### src/rtl/bnn_act_accum_cfu_pkg.sv
// Shared constants for the BNN activation/accumulate CFU: function ids,
// FSM state encoding and packer geometry.
package bnn_act_accum_cfu_pkg;

  localparam logic [1:0] FN_ACCUM      = 2'd0;
  localparam logic [1:0] FN_SET_THRESH = 2'd1;
  localparam logic [1:0] FN_ACTIVATE   = 2'd2;
  localparam logic [1:0] FN_DRAIN      = 2'd3;

  typedef logic [1:0] state_t;
  localparam state_t ST_IDLE = 2'd0;
  localparam state_t ST_POP  = 2'd1;
  localparam state_t ST_RESP = 2'd2;

  localparam int         PACK_W   = 32;
  localparam logic [5:0] CNT_FULL = 6'd32;

endpackage

### src/rtl/bnn_popcount_xnor32.sv
// Combinational XNOR of two 32-bit words followed by a popcount (0..32).
module bnn_popcount_xnor32 (
  input  logic [31:0] d0,
  input  logic [31:0] d1,
  output logic [5:0]  pc
);

  logic [31:0] match;

  generate
    for (genvar gi = 0; gi < 32; gi++) begin : g_xnor
      assign match[gi] = ~(d0[gi] ^ d1[gi]);
    end
  endgenerate

  always_comb begin
    pc = '0;
    for (int i = 0; i < 32; i++) pc = pc + {5'b0, match[i]};
  end

endmodule

### src/rtl/bnn_act_accum_cfu.sv
// BNN activation CFU: accumulates XNOR-popcounts, thresholds into 1-bit
// activations and packs them. Define BNN_ACCUM_SAT_EN for a saturating ACCUM.
module bnn_act_accum_cfu
  import bnn_act_accum_cfu_pkg::*;
#(
  parameter int CFU_FUNC_ID_W   = 2,
  parameter int CFU_REQ_DATA_W  = 32,
  parameter int CFU_RESP_DATA_W = 32,
  parameter int ACC_W           = 16
) (
  input  logic                       clk,
  input  logic                       rst_n,
  input  logic                       req_valid,
  output logic                       req_ready,
  input  logic [CFU_FUNC_ID_W-1:0]   req_func_id,
  input  logic [CFU_REQ_DATA_W-1:0]  req_data0,
  input  logic [CFU_REQ_DATA_W-1:0]  req_data1,
  output logic                       resp_valid,
  input  logic                       resp_ready,
  output logic [CFU_RESP_DATA_W-1:0] resp_data,
  output logic                       act_full
);

  state_t                      state_reg;
  logic [CFU_FUNC_ID_W-1:0]    func_reg;
  logic [CFU_REQ_DATA_W-1:0]   d0_reg, d1_reg;
  logic [ACC_W-1:0]            acc_reg, thresh_reg;
  logic [PACK_W-1:0]           pack_reg;
  logic [5:0]                  cnt_reg, pc_reg;

  logic [5:0]                  pc_comb;
  logic [ACC_W-1:0]            acc_add;
  logic [ACC_W-1:0]            acc_next, thresh_next;
  logic [PACK_W-1:0]           pack_next;
  logic [5:0]                  cnt_next;
  logic [CFU_RESP_DATA_W-1:0]  resp_next;
  logic                        accept;
  logic                        act_bit;

  assign req_ready = (state_reg == ST_IDLE) || ((state_reg == ST_RESP) && resp_ready);
  assign accept    = req_valid && req_ready;

  bnn_popcount_xnor32 u_pop (
    .d0 (d0_reg),
    .d1 (d1_reg),
    .pc (pc_comb)
  );

`ifdef BNN_ACCUM_SAT_EN
  logic [ACC_W:0] acc_sum;
  assign acc_sum = {1'b0, acc_reg} + (ACC_W+1)'(pc_comb);
  assign acc_add = acc_sum[ACC_W] ? '1 : acc_sum[ACC_W-1:0];
`else
  assign acc_add = acc_reg + ACC_W'(pc_comb);
`endif

  assign act_bit = (acc_reg >= thresh_reg);

  // Function results, committed on the POP edge.
  always_comb begin
    acc_next    = acc_reg;
    thresh_next = thresh_reg;
    pack_next   = pack_reg;
    cnt_next    = cnt_reg;
    resp_next   = '0;
    case (func_reg)
      FN_ACCUM: begin
        acc_next  = acc_add;
        resp_next = CFU_RESP_DATA_W'(acc_add);
      end
      FN_SET_THRESH: begin
        thresh_next = d0_reg[ACC_W-1:0];
        resp_next   = CFU_RESP_DATA_W'(thresh_reg);
      end
      FN_ACTIVATE: begin
        pack_next = {pack_reg[PACK_W-2:0], act_bit};
        cnt_next  = (cnt_reg == CNT_FULL) ? CNT_FULL : cnt_reg + 6'd1;
        acc_next  = '0;
        resp_next = CFU_RESP_DATA_W'(pack_next);
      end
      default: begin
        resp_next = CFU_RESP_DATA_W'(pack_reg);
        pack_next = '0;
        cnt_next  = '0;
      end
    endcase
  end

  always_ff @(posedge clk or negedge rst_n) begin
    if (!rst_n) begin
      state_reg  <= ST_IDLE;
      func_reg   <= '0;
      d0_reg     <= '0;
      d1_reg     <= '0;
      acc_reg    <= '0;
      thresh_reg <= '0;
      pack_reg   <= '0;
      cnt_reg    <= '0;
      pc_reg     <= '0;
      resp_valid <= 1'b0;
      resp_data  <= '0;
      act_full   <= 1'b0;
    end else begin
      case (state_reg)
        ST_IDLE: begin
          if (accept) begin
            func_reg  <= req_func_id;
            d0_reg    <= req_data0;
            d1_reg    <= req_data1;
            state_reg <= ST_POP;
          end
        end
        ST_POP: begin
          pc_reg     <= pc_comb;
          acc_reg    <= acc_next;
          thresh_reg <= thresh_next;
          pack_reg   <= pack_next;
          cnt_reg    <= cnt_next;
          resp_data  <= resp_next;
          resp_valid <= 1'b1;
          act_full   <= (cnt_next == CNT_FULL);
          state_reg  <= ST_RESP;
        end
        ST_RESP: begin
          if (resp_ready) begin
            resp_valid <= 1'b0;
            if (accept) begin
              func_reg  <= req_func_id;
              d0_reg    <= req_data0;
              d1_reg    <= req_data1;
              state_reg <= ST_POP;
            end else begin
              state_reg <= ST_IDLE;
            end
          end
        end
        default: state_reg <= ST_IDLE;
      endcase
    end
  end

  // The popcount of the last executed request is kept for visibility only.
  logic pc_seen;
  assign pc_seen = ^pc_reg;
  logic unused_ok;
  assign unused_ok = pc_seen & 1'b0;

endmodule

### config.mk
export PLATFORM = sky130hd
export DESIGN_NAME = bnn_act_accum_cfu
export DESIGN_NICKNAME = d
export VERILOG_FILES = /design/src/rtl/bnn_act_accum_cfu_pkg.sv /design/src/rtl/bnn_popcount_xnor32.sv /design/src/rtl/bnn_act_accum_cfu.sv
export SDC_FILE = /design/constraint.sdc
export NUM_CORES = 1
export LEC_CHECK = 0
export ABC_CLOCK_PERIOD_IN_PS = 6400
export CORE_MARGIN = 4
export CORE_UTILIZATION = 40
export CTS_CLUSTER_SIZE = 24
export DETAILED_ROUTE_END_ITERATION = 16
export PLACE_DENSITY_LB_ADDON = 0.25
export SLEW_MARGIN = 20
export SYNTH_ARGS = -nofsm -noshare
export SYNTH_HDL_FRONTEND = slang
export SYNTH_SLANG_ARGS = --single-unit
### constraint.sdc
create_clock -name clk -period 6.4 [get_ports clk]
set_input_delay 0.64 -clock clk [delete_from_list [all_inputs] [get_ports clk]]
set_output_delay 0.64 -clock clk [all_outputs]
set_load 0.05 [all_outputs]
==> results of run 1 <==
## worst max path at each step
stage	to	cells after the start
after detailed placement	acc_reg[6]	23
final	resp_data[11]	24
after CTS	resp_data[6]	21
after global placement	resp_data[6]	23
after global routing	resp_data[11]	24
after floorplan	resp_data[15]	23
## cells by family after synthesis
logic type / share of synthesized area [%]
AOI/OAI and AO/OA: 12.81
xor gates and xnor gates: 4.076
adders and majority gates: 9.885
buffers and inverters: 4.726
DFF: 46.58
muxes: 14.18
and+or+nand+nor: 7.745
## per-stage QoR
step / hold WS [ns] / utilization (%) / std cells / worst slack, ns
after CTS: 0.1994 / 50.00 / 1220 / -0.06289
after detailed placement: 0.4634 / 47.20 / 1188 / -0.2058
after floorplan: 0.3444 / - / 807 / 0.001182
after global routing: 0.2281 / 50.66 / 1222 / -0.2249
after global placement: 0.4635 / 47.20 / 1188 / -0.1168
final: 0.1794 / 50.66 / 1222 / 0.02702
## what timing repair did
action,4_1_cts,5_1_grt
pin swaps,24,17
setup buffers,0,2
endpoints found under the setup margin,22,24
resized for setup,17,26
endpoints found under the hold margin,0,0
## placed cells by master, fill, tap and decap left out, types with 9 or more instances in the layout
cell type,Yosys,final
inv_1,60,59
o22ai_1,9,9
a22o_1,36,36
clkdlybuf4s50_1,0,103
nand2_1,70,70
mux2_2,45,42
mux2i_1,30,30
clkbuf_16,0,17
xnor2_1,25,21
nor2_1,31,29
ha_1,33,31
dfrtp_1,172,171
nand2b_1,9,9
fa_1,25,23
buf_4,1,33
o21ai_0,61,55
xor2_1,18,18
a21oi_1,22,14
mux2_4,29,32
## worst max-delay path, cell delays in order (launching register included)
cell and delay, ns:
dfrtp_1 0.41, xnor2_2 0.14, ha_1 0.29, inv_1 0.07, fa_1 0.42, fa_1 0.51, fa_1 0.44, fa_1 0.50
fa_1 0.48, inv_1 0.05, fa_1 0.45, fa_2 0.36, inv_2 0.06, fa_2 0.20, inv_1 0.04, a21o_1 0.16
a21oi_2 0.18, xnor2_2 0.11, ha_1 0.32, o211ai_1 0.12, o211ai_2 0.24, buf_6 0.16, nand4_1 0.16, mux2_4 0.35
nor2_2 0.07
## layer usage
metal / routed length [um] / vias to the layer above / GRT usage, %
met5: 0 / - / 0
met4: 510 / 0 / 5.905
met3: 922 / 29 / 3.277
met2: 9574 / 146 / 25.95
met1: 9820 / 3164 / 22.86
li1: - / 3070 / -
## cell type report
class / count / area (sq um)
inverters: 60 / 225.2
well taps: 285 / 356.6
flip-flops and latches: 172 / 4305
clock inverters: 15 / 147.6
repair buffers: 140 / 1324
clock buffers: 17 / 425.4
multi-input cells: 533 / 4721
fillers: 2046 / 11200
## Yosys cell counts (3+ instances only)
master / n
dfrtp_1: 172
nand2_1: 70
o21ai_0: 61
inv_1: 60
mux2_2: 45
a22o_1: 36
ha_1: 33
nor2_1: 31
mux2i_1: 30
mux2_4: 29
fa_1: 25
xnor2_1: 25
a21oi_1: 22
clkbuf_1: 20
xor2_1: 18
buf_2: 16
nand2b_1: 9
o22ai_1: 9
a21o_1: 7
nand3_1: 7
nor2b_1: 6
a221o_1: 5
a31oi_1: 5
a221oi_1: 4
buf_6: 4
mux4_2: 3
nor3_1: 3
nor3b_1: 3
nor4_1: 3
==> impl_metrics.py, run 1 <==
metrics = {
    "synthesis": {
        "netlist_top_cells_area": "dfrtp_1 (47%), mux2_2 (5.5%), fa_1 (5.4%), mux2_4 (4.7%), ha_1 (4.5%)",
        "synth_top_area_cell": "dfrtp_1",
        "netlist-cell-type-count": 62,
        "yosys_warnings": 0,
        "ys_ff_latch": 172,
        "ys_seq_area_share_pct": 46.58,
        "avgSynthCellArea_sq_um": 11.45,
        "synthesis.instances": 807,
        "synth_top_area_share_pct": 46.58,
        "async_flop_share_pct": 100.0,
        "synth_edf_count": 0,
        "synthesis.nets": 935,
        "synthFlopType": "dfrtp_1",
        "syn_area_sq_mm": 0.009240,
    },
    "run_status": {
        "status": "finished, final reports clean",
    },
    "sta": {
        "max_freq_mhz": 156.9,
        "rsz0062_at_grt": "yes",
        "slew_headroom_pct": 29.29,
        "fin_skew_ns": 0.009109,
        "tightestPinTransition_ns": 1.061,
        "setup_viol": 0,
        "setup_tns_ns": 0,
        "fin_crit_ns": 6.373,
        "finalHoldViolCount": 0,
        "period_share_pct": 99.58,
        "maxSlewViolCount": 0,
    },
    "worst_setup_path": {
        "critPathMaxFanout": 6,
        "worst_r2r_endpoint": "resp_data[11]",
        "rrSetupSlack_ns": 0.03,
        "r2r-start": "d0_reg[1]",
        "rr_worst_depth": 24,
        "end_kind": "flip-flop",
        "worstSetupPathType": "flip-flop to flip-flop",
        "required_ns": 6.76,
        "arrival_ns": 6.73,
        "critPathLaunch": "d0_reg[1]",
        "cp-start-kind": "flip-flop",
    },
    "finish": {
        "area_growth_pct": 24.51,
        "n_antenna_cell": 0,
        "drive_gt1_share_pct": 19.21,
        "nets": 1052,
        "fin_area_sq_mm": 0.01150,
    },
    "grt": {
        "grt_first_pass_wirelength_mm": 34.25,
        "grt_start_max_net_pins": 68,
        "globalRoute.totalOverflow": 0,
        "antenna_found_initial": 0,
        "track_usage_pct": 16.51,
        "grt_pass1_vias": 6538,
    },
    "floorplanning": {
        "die_area_sq_mm": 0.02560,
        "pin_count": 105,
        "start_util_pct": 40.69,
        "core_area_sq_mm": 0.02271,
        "die_h_um": 160.0,
        "rows": 55,
        "die_w_um": 160.0,
    },
    "clocking": {
        "clock-root-buffer": "clkbuf_16",
        "h-tree-depth": 4,
        "tritoncts": "done",
        "clk_path_buf_depth": 2,
        "insertion_delay_ns": 0.43,
        "cts_hold_buf": 0,
        "cts.clk_slew.worst_paths_ns": 0.07,
        "clkSinkCount": 172,
        "numCtsBuffers": 17,
    },
    "drt": {
        "viasPerCell": 5.245,
        "drt_iter0_drc": 311,
        "dr.pass1.iters": 5,
        "vias": 6409,
        "wirelength_mm": 20.83,
        "antenna_left": 0,
        "drc_errors": 0,
        "wl_per_cell_um": 17.04,
    },
    "placement": {
        "port_buffers": 104,
        "hpwl_mm": 14.77,
        "placed_cell_area_sq_mm": 0.01072,
        "gp_congestion": 0.8354,
    },
    "flow_run": {
        "drv_cap": 0,
    },
    "hold_path": {
        "hp-class": "input port to async pin",
    },
}
Power of run 1 is left out: the tool's default activity adds up to more than one toggle a clock period on the data nets, which glitch-free logic cannot reach.
==> run 2: changes to the inputs <==
--- a/config.mk
+++ b/config.mk
@@ -8,6 +8,7 @@
 export ABC_CLOCK_PERIOD_IN_PS = 6400
 export CORE_MARGIN = 4
 export CORE_UTILIZATION = 40
+export CTS_BUF_LIST = sky130_fd_sc_hd__clkbuf_16
 export CTS_CLUSTER_SIZE = 24
 export DETAILED_ROUTE_END_ITERATION = 16
 export PLACE_DENSITY_LB_ADDON = 0.25
==> results of run 2 <==
The final DEF is identical to that of run 1; final timing and power are the same.
Power of run 2 is left out for the same reason.
==> run 3: changes to the inputs <==
--- a/config.mk
+++ b/config.mk
@@ -7,7 +7,7 @@
 export LEC_CHECK = 0
 export ABC_CLOCK_PERIOD_IN_PS = 6400
 export CORE_MARGIN = 4
-export CORE_UTILIZATION = 40
+export CORE_UTILIZATION = 51
 export CTS_BUF_LIST = sky130_fd_sc_hd__clkbuf_16
 export CTS_CLUSTER_SIZE = 24
 export DETAILED_ROUTE_END_ITERATION = 16
==> impl_metrics.py, run 3 (same netlist as run 1, synthesis figures left out) <==
metrics = {
    "clocking": {
        "cts_hold_buf": 0,
        "clock-root-buffer": "clkbuf_16",
        "cts.clk_slew.worst_paths_ns": 0.07,
        "clkSinkCount": 172,
        "numCtsBuffers": 17,
        "insertion_delay_ns": 0.43,
        "clk_path_buf_depth": 2,
        "tritoncts": "done",
        "h-tree-depth": 4,
    },
    "worst_setup_path": {
        "required_ns": 6.76,
        "end_kind": "flip-flop",
        "critPathMaxFanout": 3,
        "crit_path_frequent_cell": "fa_1",
        "cp-start-kind": "flip-flop",
        "arrival_ns": 6.75,
        "cpMaxStageDelayCell": "fa_1",
        "crit_family": "adder cells",
        "worstSetupPathType": "flip-flop to flip-flop",
        "cpPeakStageDelay_ns": 0.52,
        "crit_path_cell_trace": "xnor2_1 > ha_1 > inv_2 > fa_1 > fa_1 > fa_1 > fa_1 > fa_1 > inv_2 > fa_1 > fa_2 > buf_4 > a21o_1 > a21oi_2 > nor2b_1 > o21a_1 > ha_4 > o2111a_2 > nand4_4 > nor3b_4 > mux2_4 > a21oi_2",
        "worstPathBufferInverterCount": 3,
    },
    "grt": {
        "antenna_found_initial": 0,
        "grt_pass1_vias": 6598,
        "globalRoute.totalOverflow": 0,
        "track_usage_pct": 21.09,
        "grt_start_max_net_pins": 65,
        "grt_first_pass_wirelength_mm": 34.02,
    },
    "drt": {
        "antenna_left": 0,
        "vias": 6439,
        "drt_iter0_drc": 400,
        "wirelength_mm": 20.51,
        "drc_errors": 0,
        "viasPerCell": 5.541,
        "dr.pass1.iters": 5,
        "wl_per_cell_um": 17.65,
    },
    "floorplanning": {
        "die_area_sq_mm": 0.02033,
        "core_area_sq_mm": 0.01754,
        "rows": 48,
        "start_util_pct": 52.69,
        "die_h_um": 142.6,
        "pin_count": 105,
        "die_w_um": 142.6,
    },
    "finish": {
        "fillers": 1405,
        "final_common_cell": "dfrtp_1",
        "n_antenna_cell": 0,
        "most-common-layout-cells": "dfrtp_1 (171), clkdlybuf4s50_1 (103), nand2_1 (70)",
        "nets": 1052,
        "drive_gt1_share_pct": 19.42,
        "area_growth_pct": 23.66,
    },
    "flow_run": {
        "drv_cap": 0,
    },
    "sta": {
        "slew_headroom_pct": 27.55,
        "fin_crit_ns": 6.393,
        "setup_tns_ns": 0,
        "fin_skew_ns": 0.006739,
        "rsz0062_at_grt": "yes",
        "setup_viol": 0,
        "finalHoldViolCount": 0,
        "tightestPinTransition_ns": 1.087,
        "maxSlewViolCount": 0,
        "max_freq_mhz": 156.4,
        "period_share_pct": 99.89,
    },
    "hold_path": {
        "hp-class": "input port to async pin",
    },
    "placement": {
        "gp_congestion": 0.8474,
        "port_buffers": 104,
        "hpwl_mm": 14.30,
    },
    "run_status": {
        "status": "finished, final reports clean",
    },
}
run 3: cell types whose count changed in the layout (fill, tap and decap cells not counted), sizes merged:
cell | previous run | this run
bufinv | 0 | 1
clkinv | 2 | 4
clkinvlp | 3 | 6
inv | 70 | 64
run 3: worst paths after layout:
| check | from | endpoint | slack, ns | depth (start not counted) |
|---|---|---|---|---|
| worst max-delay path | d1_reg[0] | resp_data[15] | 0.007 | 22 |
| worst min-delay path | rst_n | pack_reg[9] | 0.18 | 1 |
| worst max register to register | d1_reg[0] | resp_data[15] | 0.007 | 22 |
| worst min register to register | resp_data[2] | resp_data[2] | 0.48 | 2 |
| max in group asynchronous | rst_n | func_reg[0] | 5.08 | 2 |
| min in group clk | resp_data[2] | resp_data[2] | 0.48 | 2 |
run 3: cell type report:
class,count,area [sq um],area share (%)
clock buffers,17,425.4,3.723
clock inverters,15,165.2,1.445
repair buffers,140,1320,11.55
multi-input cells,533,4703,41.16
inverters,60,225.2,1.971
well taps,225,281.5,2.464
flip-flops and latches,172,4305,37.68
run 3: what timing repair did:
| action | in CTS | in global routing |
|---|---|---|
| setup buffers | 0 | 2 |
| gates resized for setup | 20 | 20 |
| pin swaps | 20 | 15 |
| cloned | 0 | 0 |
| setup endpoints to repair | 22 | 24 |
run 3: routing by layer:
metal | part of all wire, % | track usage [%] | vias up | wire length, um
met5 | 0 | 0 | - | 0
li1 | - | - | 3054 | -
met4 | 1.6 | 4.952 | 0 | 322
met3 | 4.4 | 4.570 | 23 | 893
met1 | 46 | 28.90 | 3229 | 9429
met2 | 48 | 34.62 | 133 | 9861
run 3: stage by stage:
step | cells | cell area [sq um] | worst slack (ns) | utilization, % | hold slack (ns)
after global placement | 1128 | 10640 | -0.08280 | 60.69 | 0.4595
after floorplan | 807 | 9256 | 0.001182 | - | 0.3444
after detailed placement | 1128 | 10640 | -0.2376 | 60.69 | 0.4627
after global routing | 1162 | 11430 | -0.2449 | 65.15 | 0.2348
after CTS | 1160 | 11310 | -0.05459 | 64.49 | 0.2108
final | 1162 | 11430 | 0.007241 | 65.15 | 0.1828
Power of run 3 is left out for the same reason.
